==> src/rtl/wdog_rst_pkg.sv <==
// Shared types and constants for the watchdog reset controller.
// The FSM encoding is also visible on the top-level debug output.
package wdog_rst_pkg;

    typedef enum logic [1:0] {
        IDLE    = 2'd0,
        ASSERT  = 2'd1,
        RELEASE = 2'd2
    } state_e;

    localparam int CAUSE_INT  = 0;
    localparam int CAUSE_WDOG = 1;
    localparam int CAUSE_SW   = 2;

endpackage

==> src/rtl/edge_rise_det.sv <==
// Rising-edge detector: registers the previous sample, and the pulse is
// combinational so a rise is acted on in the same cycle it appears.
module edge_rise_det (
    input  logic clk_i,
    input  logic rst_i,
    input  logic d_i,
    output logic rise_o
);

    logic d_q;

    always_ff @(posedge clk_i) begin
        if (rst_i) begin
            d_q <= 1'b0;
        end else begin
            d_q <= d_i;
        end
    end

    assign rise_o = d_i & ~d_q;

endmodule

==> src/rtl/wdog_rst_ctrl.sv <==
// Stretches watchdog/software reset requests into a fixed-length system reset,
// keeps the watchdog itself in reset a little longer, and records reset causes.
module wdog_rst_ctrl
    import wdog_rst_pkg::*;
#(
    parameter int RST_HOLD_CYCLES = 16,
    parameter int WDOG_RST_DELAY  = 4,
    parameter int CNT_W           = 8
) (
    input  logic             PCLK,
    input  logic             PRESET,
    input  logic             watchdog_int,
    input  logic             watchdog_res,
    input  logic             sw_rst_req,
    input  logic             clr_cause,
    output logic             sys_rst_req,
    output logic             watchdog_rstn,
    output logic             busy,
    output logic [2:0]       rst_cause,
    output logic [CNT_W-1:0] rst_count,
    output logic [1:0]       dbg_state
);

    localparam int HOLD_MAX = (RST_HOLD_CYCLES > WDOG_RST_DELAY) ? RST_HOLD_CYCLES : WDOG_RST_DELAY;
    localparam int HOLD_W   = $clog2(HOLD_MAX) + 1;
    localparam logic [HOLD_W-1:0] HOLD_LOAD  = HOLD_W'(RST_HOLD_CYCLES - 1);
    localparam logic [HOLD_W-1:0] DELAY_LOAD = HOLD_W'(WDOG_RST_DELAY - 1);
    localparam logic [CNT_W-1:0]  CNT_MAX    = '1;

    state_e            state_q;
    logic [HOLD_W-1:0] hold_q;
    logic              sys_rst_q;
    logic              wdog_rstn_q;
    logic              busy_q;
    logic [2:0]        cause_q;
    logic [2:0]        cause_d;
    logic [CNT_W-1:0]  count_q;
    logic [CNT_W-1:0]  count_d;
    logic              res_rise;
    logic              int_rise;
    logic              start;

    edge_rise_det u_res_edge (
        .clk_i  (PCLK),
        .rst_i  (PRESET),
        .d_i    (watchdog_res),
        .rise_o (res_rise)
    );

    edge_rise_det u_int_edge (
        .clk_i  (PCLK),
        .rst_i  (PRESET),
        .d_i    (watchdog_int),
        .rise_o (int_rise)
    );

    // Requests are only accepted from IDLE; a set event beats a same-cycle clear.
    always_comb begin
        start   = (state_q == IDLE) && (res_rise || sw_rst_req);
        cause_d = clr_cause ? 3'b000 : cause_q;
        if (int_rise) cause_d[CAUSE_INT] = 1'b1;
        if (start && res_rise) cause_d[CAUSE_WDOG] = 1'b1;
        if (start && sw_rst_req) cause_d[CAUSE_SW] = 1'b1;
        count_d = count_q;
        if (start && (count_q != CNT_MAX)) count_d = count_q + 1'b1;
    end

    always_ff @(posedge PCLK) begin
        if (PRESET) begin
            state_q     <= IDLE;
            hold_q      <= '0;
            sys_rst_q   <= 1'b0;
            wdog_rstn_q <= 1'b0;
            busy_q      <= 1'b0;
            cause_q     <= '0;
            count_q     <= '0;
        end else begin
            cause_q <= cause_d;
            count_q <= count_d;
            case (state_q)
                IDLE: begin
                    if (start) begin
                        state_q     <= ASSERT;
                        hold_q      <= HOLD_LOAD;
                        sys_rst_q   <= 1'b1;
                        wdog_rstn_q <= 1'b0;
                        busy_q      <= 1'b1;
                    end else begin
                        sys_rst_q   <= 1'b0;
                        wdog_rstn_q <= 1'b1;
                        busy_q      <= 1'b0;
                    end
                end
                ASSERT: begin
                    if (hold_q == '0) begin
                        state_q   <= RELEASE;
                        hold_q    <= DELAY_LOAD;
                        sys_rst_q <= 1'b0;
                    end else begin
                        hold_q <= hold_q - 1'b1;
                    end
                end
                RELEASE: begin
                    if (hold_q == '0) begin
                        state_q     <= IDLE;
                        wdog_rstn_q <= 1'b1;
                        busy_q      <= 1'b0;
                    end else begin
                        hold_q <= hold_q - 1'b1;
                    end
                end
                default: begin
                    state_q     <= IDLE;
                    sys_rst_q   <= 1'b0;
                    wdog_rstn_q <= 1'b1;
                    busy_q      <= 1'b0;
                end
            endcase
        end
    end

    assign sys_rst_req   = sys_rst_q;
    assign watchdog_rstn = wdog_rstn_q;
    assign busy          = busy_q;
    assign rst_cause     = cause_q;
    assign rst_count     = count_q;
    assign dbg_state     = state_q;

endmodule

==> config.mk <==
export PLATFORM = sky130hd
export DESIGN_NAME = wdog_rst_ctrl
export DESIGN_NICKNAME = d
export VERILOG_FILES = /design/src/rtl/wdog_rst_pkg.sv /design/src/rtl/edge_rise_det.sv /design/src/rtl/wdog_rst_ctrl.sv
export SDC_FILE = /design/constraint.sdc
export NUM_CORES = 1
export LEC_CHECK = 0
export ABC_AREA = 0
export CORE_AREA = 4 4 61 57
export DETAILED_ROUTE_END_ITERATION = 7
export DIE_AREA = 0 0 65 61
export PLACE_DENSITY = 0.73
export SKIP_CTS_REPAIR_TIMING = 1
export SYNTH_ARGS = -nofsm -noshare
export SYNTH_HDL_FRONTEND = slang
export SYNTH_SLANG_ARGS = --single-unit
==> constraint.sdc <==
create_clock -name PCLK -period 4.3 [get_ports PCLK]
set_input_delay 0.645 -clock PCLK [delete_from_list [all_inputs] [get_ports PCLK]]
set_output_delay 0.645 -clock PCLK [all_outputs]
set_load 0.01 [all_outputs]
## Word level (Yosys, flattened, before mapping)

Index checks and enable logic that the tools add are counted.

- Flip-flop bits (word level): 23
- Bits of input ports: 6
- Output and inout port bits: 16
- Word-level logic and storage cells: 60

- Add/subtract/negate cells: 2
- Eq/ne operators: 7
- Muxes and demuxes: 19
- Bitwise gates (word level): 6
- Reductions and logical operators: 15

Operators by type and width:

| kind | number |
|---|---|
| 2-to-1 mux 5 bit | 3 |
| one-hot mux 5 bit (3 select lines) | 1 |
| one-hot mux 1 bit (3 select lines) | 3 |
| adder 8 x 1 -> 8 bit (second input constant) | 1 |
| inequality test 2 bit (second input constant) | 4 |
| inequality test 8 bit (second input constant) | 1 |
| 2-to-1 mux 1 bit | 7 |
| 2-to-1 mux 2 bit | 3 |
| one-hot mux 2 bit (3 select lines) | 1 |
| AND reduction 3 bit | 2 |
| nonzero test 2 bit | 3 |
| logical NOT 5 bit | 1 |
| subtractor 5 x 1 -> 5 bit (second input constant) | 1 |
| logical AND 1 bit | 4 |
| inverter 1 bit | 4 |
| AND reduction 2 bit | 2 |
| 2-to-1 mux 3 bit | 1 |
| nonzero test 3 bit | 1 |
| AND 1 bit | 2 |
| == test 2 x 1 -> 1 bit (second input constant) | 1 |
| == test 2 bit (second input constant) | 1 |
| logical NOT 2 bit | 1 |
| logical OR 1 bit | 1 |

## Depth between registers and ports, before layout

Gate-level depths: netlist (run 1).

- Word-level depth: 6
- Mapped depth: 6
- Mapped depth without buffers: 6

## Cells and area by module

From an unflattened synthesis (run 1), not the netlist that was laid out.

- Cells, all modules: 125
- Area, all modules: 1174.9 um2

Modules (own cells, without submodules):

| module | instances | cells an instance | area each (um2) | sequential area each (um2) |
|---|---|---|---|---|
| wdog_rst_ctrl | 1 | 119 | 1079.8 | 420.4 |
| edge_rise_det | 2 | 3 | 47.5 | 20.0 |

## Worst setup path before layout (run 1)

OpenSTA, ideal clock, no wires.

- Kind: reg-to-reg
- Start: register state_q[0], in the netlist dbg_state[0]
- End: register count_q[7], in the netlist rst_count[7]
- Setup time: 71 ps
- Arrival time: 1561 ps
- Required time: 4229 ps
- Setup slack: 2668 ps
- Stages on the path, launching flop included: 7
- Path buffers: 0
- Clock period less this slack: 1632 ps
- Cells stage by stage: dfxtp_1 > inv_1 > ha_1 > and3_1 > o21ai_1 > or4_1 > a21oi_1

- Longest elaborated chain between the ends: 3

Ends and longest elaborated chain:

| element | line | source |
|---|---|---|
| start, declared | wdog_rst_ctrl.sv:30 | `state_e state_q;` |
| start signal, assigned | wdog_rst_ctrl.sv:70 | `state_q <= IDLE;` |
| start signal, assigned | wdog_rst_ctrl.sv:83 | `state_q <= ASSERT;` |
| start signal, assigned | wdog_rst_ctrl.sv:96 | `state_q <= RELEASE;` |
| logical NOT 2 bit | wdog_rst_ctrl.sv:59 | `start = (state_q == IDLE) && (res_rise \|\| sw_rst_req);` |
| logical AND 1 bit | wdog_rst_ctrl.sv:59 |  |
| logical AND 1 bit | wdog_rst_ctrl.sv:65 | `if (start && (count_q != CNT_MAX)) count_d = count_q + 1'b1;` |
| end signal, assigned | wdog_rst_ctrl.sv:79 | `count_q <= count_d;` |
| end, declared | wdog_rst_ctrl.sv:37 | `logic [CNT_W-1:0] count_q;` |

No other way between the ends.
A chain may end at the register's enable or synchronous reset.

## Final worst setup path (run 1)

- Start: register state_q[1], in the netlist dbg_state[1]
- End: output dbg_state[1]

RTL lines:

| element | line | source |
|---|---|---|
| end, declared | wdog_rst_ctrl.sv:21 | `output logic [1:0] dbg_state` |

No word-level cell between the ends.

==> results.md, run 1 <==
- Met3 GRT Util: 3.89%
- Largest net degree at the start of global routing: 25
- Synthesized area per cell: 8.88 µm²
- Status: complete, no violations
- Placer's final routability congestion estimate: 0.772
- Final Cell Area: 0.00151 mm²
- CP Max Fanout: 6
- Detailed Route WL: 2730 µm
- GR Overflow Total: 0
- Reg2Reg Launch Point: dbg_state[0]
- Worst-margin pin slew: 0.858 ns
- Cts bufs inserted: 3
- Crit path DAT: 1.35 ns
- Die height: 61 µm
- Routing usage on met1: 18.4%
- Total core area: 0.00277 mm²
- Clock-pin slew on the worst setup and hold paths: 0.12 ns
- CP required: 3.65 ns
- RSZ-0062 raised after global routing: false
- Num ports: 22
- Antenna violations before repair: 0
- # diodes: 0
- Post-synth cell types: 42
- CTS root buf: clkbuf_4
- H-tree levels: 1
- Leakage: 0.579 nW
- Hold Crit Class: reg2reg
- Initial DRT Pass Iterations: 4
- Clock Skew: 0.00203 ns
- R2R setup slack: 2.39 ns
- DRC Markers: 0
- Sequential element share of the synthesized area: 37.3%
- Met2 Usage GRT: 25.4%
- Place WS: 1.99 ns
- GRT Util Overall: 15.1%
- Worst path bufs/invs: 1
- Inst Count DP: 198
- CTS Sinks: 23
- Initial Utilization: 44.5%
- CP delay by family, top: buffers and inverters
- Hold Path Depth: 2
- Final ANT Viol Nets: 0
- CTS max path bufs: 2
- WL/cell: 13.5 µm
- Fin crit share: 46.4%
- Std cell rows: 18
- CP max-delay cell: clkdlybuf4s50_1
- P&R area growth vs syn: 22.6%
- Async set or reset register ratio after synthesis: 0%
- Clock Latency Late Sink: 0.31 ns
- Worst Setup Start Kind: flip-flop
- DP HPWL: 2020 µm
- Max Cap Viol: 0
- Fillers: 268
- Tmin final: 1.99 ns
- PD cells: 522 mW/mm²
- Endpoints failing setup: 0
- Slowest stage delay, CP: 0.60 ns
- Layout Cells excl Fill: 202
- Hold Crit Start: rst_cause[2]
- Final hold viol count: 0
- CTS tree: built
- R2R Path End: rst_count[7]
- Worst Setup End Kind: output port
- Port Buffers: 21
- Maximum clock frequency: 0.501 GHz
- Grt peak-use layer: met2
- Post-Syn Nets: 152
- Synth Cell Area: 0.00123 mm²
- Vias per cell: 5.52
- Setup_tns: 0 ns
- Worst-path cell chain: clkdlybuf4s50_1
- Synth Register Bits: 23
- First-pass GRT wire length: 4640 µm
- Synthesized instance count: 139
- Max-slew violation count: 0
- Crit Path Category: reg2out
- Worst hold slack: 0.481 ns
- Worst Slack Setup Final: 2.31 ns
- R2R cell count: 6
- Detailed Route Iter0 Violations: 30
- Final net count: 176
- Via count of the first global-routing pass: 1066
- Rel. slew slack: 42.7%
- Die X: 65 µm
- Die ar.: 0.00397 mm²
- Post-place instance area: 0.00149 mm²
- Primary FF master, synth: dfxtp_1
- Hold EP: rst_cause[2]
- Share of cells above drive strength 1: 7.41%
- VDD IR max: 337 µV
- Warning count from the yosys run: 0
- Post-synth EDFFs: 0
- Via count: 1115
## cell usage in the layout, fill, tap and decap left out, types with 3 or more instances in the layout
| cell type | synthesis | routed |
|---|---|---|
| dfxtp_1 | 23 | 23 |
| clkdlybuf4s50_1 | 0 | 21 |
| nor2_1 | 15 | 15 |
| a21oi_1 | 13 | 13 |
| inv_1 | 9 | 9 |
| nand2b_1 | 7 | 7 |
| nand2_1 | 7 | 7 |
| ha_1 | 7 | 7 |
| nor2b_1 | 5 | 5 |
| mux2i_1 | 4 | 4 |
| o21ai_0 | 4 | 4 |
| o41ai_1 | 3 | 3 |
| o311ai_1 | 3 | 3 |
| clkbuf_4 | 0 | 3 |
## worst max-delay path by stage
stage | from | end | slack (ns) | depth (start not counted)
2_1_floorplan | dbg_state[0] | rst_count[7] | 2.67 | 6
3_3_place_gp | PRESET | rst_count[3] | 2.05 | 4
3_5_place_dp | PRESET | rst_count[4] | 1.99 | 4
4_1_cts | dbg_state[1] | dbg_state[1] | 2.30 | 1
5_1_grt | PRESET | rst_count[4] | 2.20 | 4
6_report | dbg_state[1] | dbg_state[1] | 2.31 | 1
## area by class of cell
class | instances | area (µm²) | area share (%)
flip-flops and latches | 23 | 460 | 30.4
repair buffers | 21 | 210 | 13.9
inverters | 9 | 33.8 | 2.23
well taps | 40 | 50.0 | 3.31
clock buffers | 4 | 26.3 | 1.74
multi-input cells | 105 | 732 | 48.4
## layer usage
metal  vias up  wire length [µm]  share of wire (%)
met2        30              1220                 45
met3         8               124                4.5
met4         0                67                2.5
met5         -                 0                  0
met1       519              1320                 48
li1        558                 -                  -
## synth_stat cells, types with 2 or more instances
cell type | n | area (µm²)
o21ai_1 | 2 | 10.0
o41ai_1 | 3 | 26.3
nor2b_1 | 5 | 31.3
and3_1 | 2 | 12.5
dfxtp_1 | 23 | 460
nand2b_1 | 7 | 43.8
mux2i_1 | 4 | 40.0
nand3_1 | 2 | 10.0
ha_1 | 7 | 87.6
nor3_1 | 2 | 10.0
a21oi_2 | 2 | 17.5
inv_1 | 9 | 33.8
or4_1 | 2 | 15.0
a21oi_1 | 13 | 65.1
o311ai_1 | 3 | 26.3
nand2_1 | 7 | 26.3
o21ai_0 | 4 | 20.0
nor2_1 | 15 | 56.3
clkbuf_1 | 2 | 7.51
o31ai_1 | 2 | 15.0
o21a_1 | 2 | 15.0
## power breakdown
| group | switching (mW) | total, mW | internal, mW |
|---|---|---|---|
| sequential | 0.0467 | 0.306 | 0.259 |
| clock | 0.0615 | 0.0977 | 0.0362 |
| combinational | 0.201 | 0.386 | 0.185 |
| total | 0.309 | 0.789 | 0.480 |
## per-stage QoR
step / total power [mW] / utilization [%]
2_1_floorplan: 0.570 / -
3_3_place_gp: 0.681 / 53.7
3_5_place_dp: 0.690 / 53.7
4_1_cts: 0.792 / 54.6
5_1_grt: 0.848 / 54.6
6_report: 0.789 / 54.6
## registers in the layout, indices dropped and copies added (netlist names)
name,flops
hold_q,5
busy,1
rst_cause,3
u_res_edge.d_q,1
rst_count,8
dbg_state,2
u_int_edge.d_q,1
sys_rst_req,1
watchdog_rstn,1
## cell families (layout without fill, tap and decap cells)
family	after synthesis	count (layout)	share of synthesized area, %
multiplexers	5	5	4.16
AND/OR/NAND/NOR	50	50	23.2
flip-flops	23	23	37.3
adder cells (fa/ha/maj)	7	7	7.10
buffers and inverters	11	34	3.35
AO/OA/AOI/OAI	43	43	24.8
Power figures use the tool's default switching activity.
==> run 2: changes to the inputs <==
==> constraint.sdc (replaced) <==
create_clock -name PCLK -period 2.1 [get_ports PCLK]
set_input_delay 0.315 -clock PCLK [delete_from_list [all_inputs] [get_ports PCLK]]
set_output_delay 0.315 -clock PCLK [all_outputs]
set_load 0.01 [all_outputs]
==> run 2 against run 1 <==
Net effect: worst setup slack worse by 2.1 ns; register-to-register slack lost 2.2 ns; sequential share of layout area fell by 0.32 points; cell count grew 0.99%; combinational power rose by 100%; flip-flop and latch count unchanged; hold slack worse by 0.0041 ns; design area up 1.1%; critical path depth is 5 higher; first-iteration DRC count rose by 27%.
==> results.md, run 2 (synthesis results as in run 1) <==
- Max FFs per register: 8
- Die height: 61 µm
- Num ports: 22
- Max Cap Viol: 0
- Final hold viol count: 0
- # diodes: 0
- Fin util: 55.2%
- P&R area growth vs syn: 23.9%
- Met3 WL: 181 µm
- Std cell rows: 18
- Placer's final routability congestion estimate: 0.829
- GR Overflow Total: 0
- Antenna violations before repair: 0
- Metal2 WL: 1300 µm
- Max layer used: met4
- Final ANT Viol Nets: 0
- Commonest cells after routing, fill and taps aside: 23 x dfxtp_1, 21 x clkdlybuf4s50_1, 15 x nor2_1
- Initial Utilization: 44.5%
- First-pass GRT wire length: 4920 µm
- Die X: 65 µm
- Largest net degree at the start of global routing: 14
- DRC Markers: 0
- Clock network fraction of total power: 13.2%
- Cts bufs inserted: 3
- Via count of the first global-routing pass: 1095
- CP Max Fanout: 7
- Rel. slew slack: 73.8%
- WL met1: 1250 µm
- Endpoints failing setup: 0
- Clock-pin slew on the worst setup and hold paths: 0.14 ns
- Maximum clock frequency: 0.531 GHz
- Share of cells above drive strength 1: 9.15%
- Commonest non-fill, non-tap cell in the layout: dfxtp_1
- Fillers: 263
- GRT Util Overall: 15.9%
- Fin crit share: 89.6%
- H-tree levels: 1
- Worst Setup Start Kind: flip-flop
- Final Cell Area: 0.00153 mm²
- CTS Sinks: 23
- Via count: 1104
- VDD IR max: 626 µV
- Hold Crit Class: reg2reg
- RSZ-0062 raised after global routing: false
- Die ar.: 0.00397 mm²
- Switching power: 0.637 mW
- WL/cell: 13.6 µm
- Total core area: 0.00277 mm²
- PD cells: 1060 mW/mm²
- Clock Skew: 0.00591 ns
- Status: complete, no violations
- Vias per cell: 5.41
- Reg power frac: 38.5%
- CTS tree: built
- Setup_tns: 0 ns
- Leakage: 0.592 nW
- Detailed Route Iter0 Violations: 38
- Crit Path Category: reg2reg
- Detailed Route WL: 2770 µm
- Max-slew violation count: 0
- CTS max path bufs: 2
- CTS root buf: clkbuf_4
- Tmin final: 1.88 ns
- Crit path DAT: 2.10 ns
- Initial DRT Pass Iterations: 4
- Worst hold slack: 0.477 ns
- Clock Latency Late Sink: 0.32 ns
- Internal power: 0.982 mW
- Sw frac: 39.4%
- DP HPWL: 2040 µm
- Final net count: 178
- CP required: 2.32 ns
- Comb power frac: 48.2%
- Worst Setup End Kind: flip-flop
- Port Buffers: 21
- Post-place instance area: 0.00150 mm²
- Worst-margin pin slew: 0.391 ns
==> run 2: changes by cell type in the layout (fill, tap and decap cells not counted), sizes merged <==
cell,change
buf,+2
clkbuf,-1
clkinv,+1
==> run 2: per-stage QoR <==
stage               cells  power, mW  worst slack [ns]
floorplan             139       1.17             0.468
global placement      200       1.39             0.261
detailed placement    200       1.41             0.209
CTS                   204       1.62             0.257
global route          204       1.75            0.0846
finish                204       1.62             0.218
==> run 2: critical path, cell delays in order, from the launching register on <==
cell	delay, ns
dfxtp_1	0.39
inv_1	0.12
ha_1	0.30
and3_1	0.21
o21ai_1	0.11
nor3_1	0.29
mux2_1	0.36
==> run 2: final cells by class <==
class                           count  area (µm²)  share of cell area (%)
Clock buffer                        3        22.5                    1.47
Tap cell                           40        50.0                    3.27
Clock inverter                      1        5.00                   0.327
Multi-Input combinational cell    105         732                    47.9
Timing Repair Buffer               23         225                    14.7
Inverter                            9        33.8                    2.21
Sequential cell                    23         460                    30.1
==> run 2: routing by layer <==
layer,global-route usage (%),vias to the layer above
li1,-,556
met1,20.0,493
met2,27.6,50
met3,2.41,5
met4,6.33,0
met5,0,-
==> run 2: final timing paths <==
path | cells after the start | from | slack (ns) | endpoint
max | 6 | dbg_state[1] | 0.22 | rst_count[5]
min | 2 | rst_cause[0] | 0.48 | rst_cause[0]
max reg2reg | 6 | dbg_state[1] | 0.22 | rst_count[5]
min reg2reg | 2 | rst_cause[0] | 0.48 | rst_cause[0]
==> run 2: power by group through the flow <==
stage	clock, mW	sequential [mW]	combinational [mW]
6_report	0.214	0.624	0.781
5_1_grt	0.237	0.639	0.876
4_1_cts	0.217	0.623	0.782
3_5_place_dp	0	0.633	0.778
3_3_place_gp	0	0.627	0.766
2_1_floorplan	0	0.643	0.525
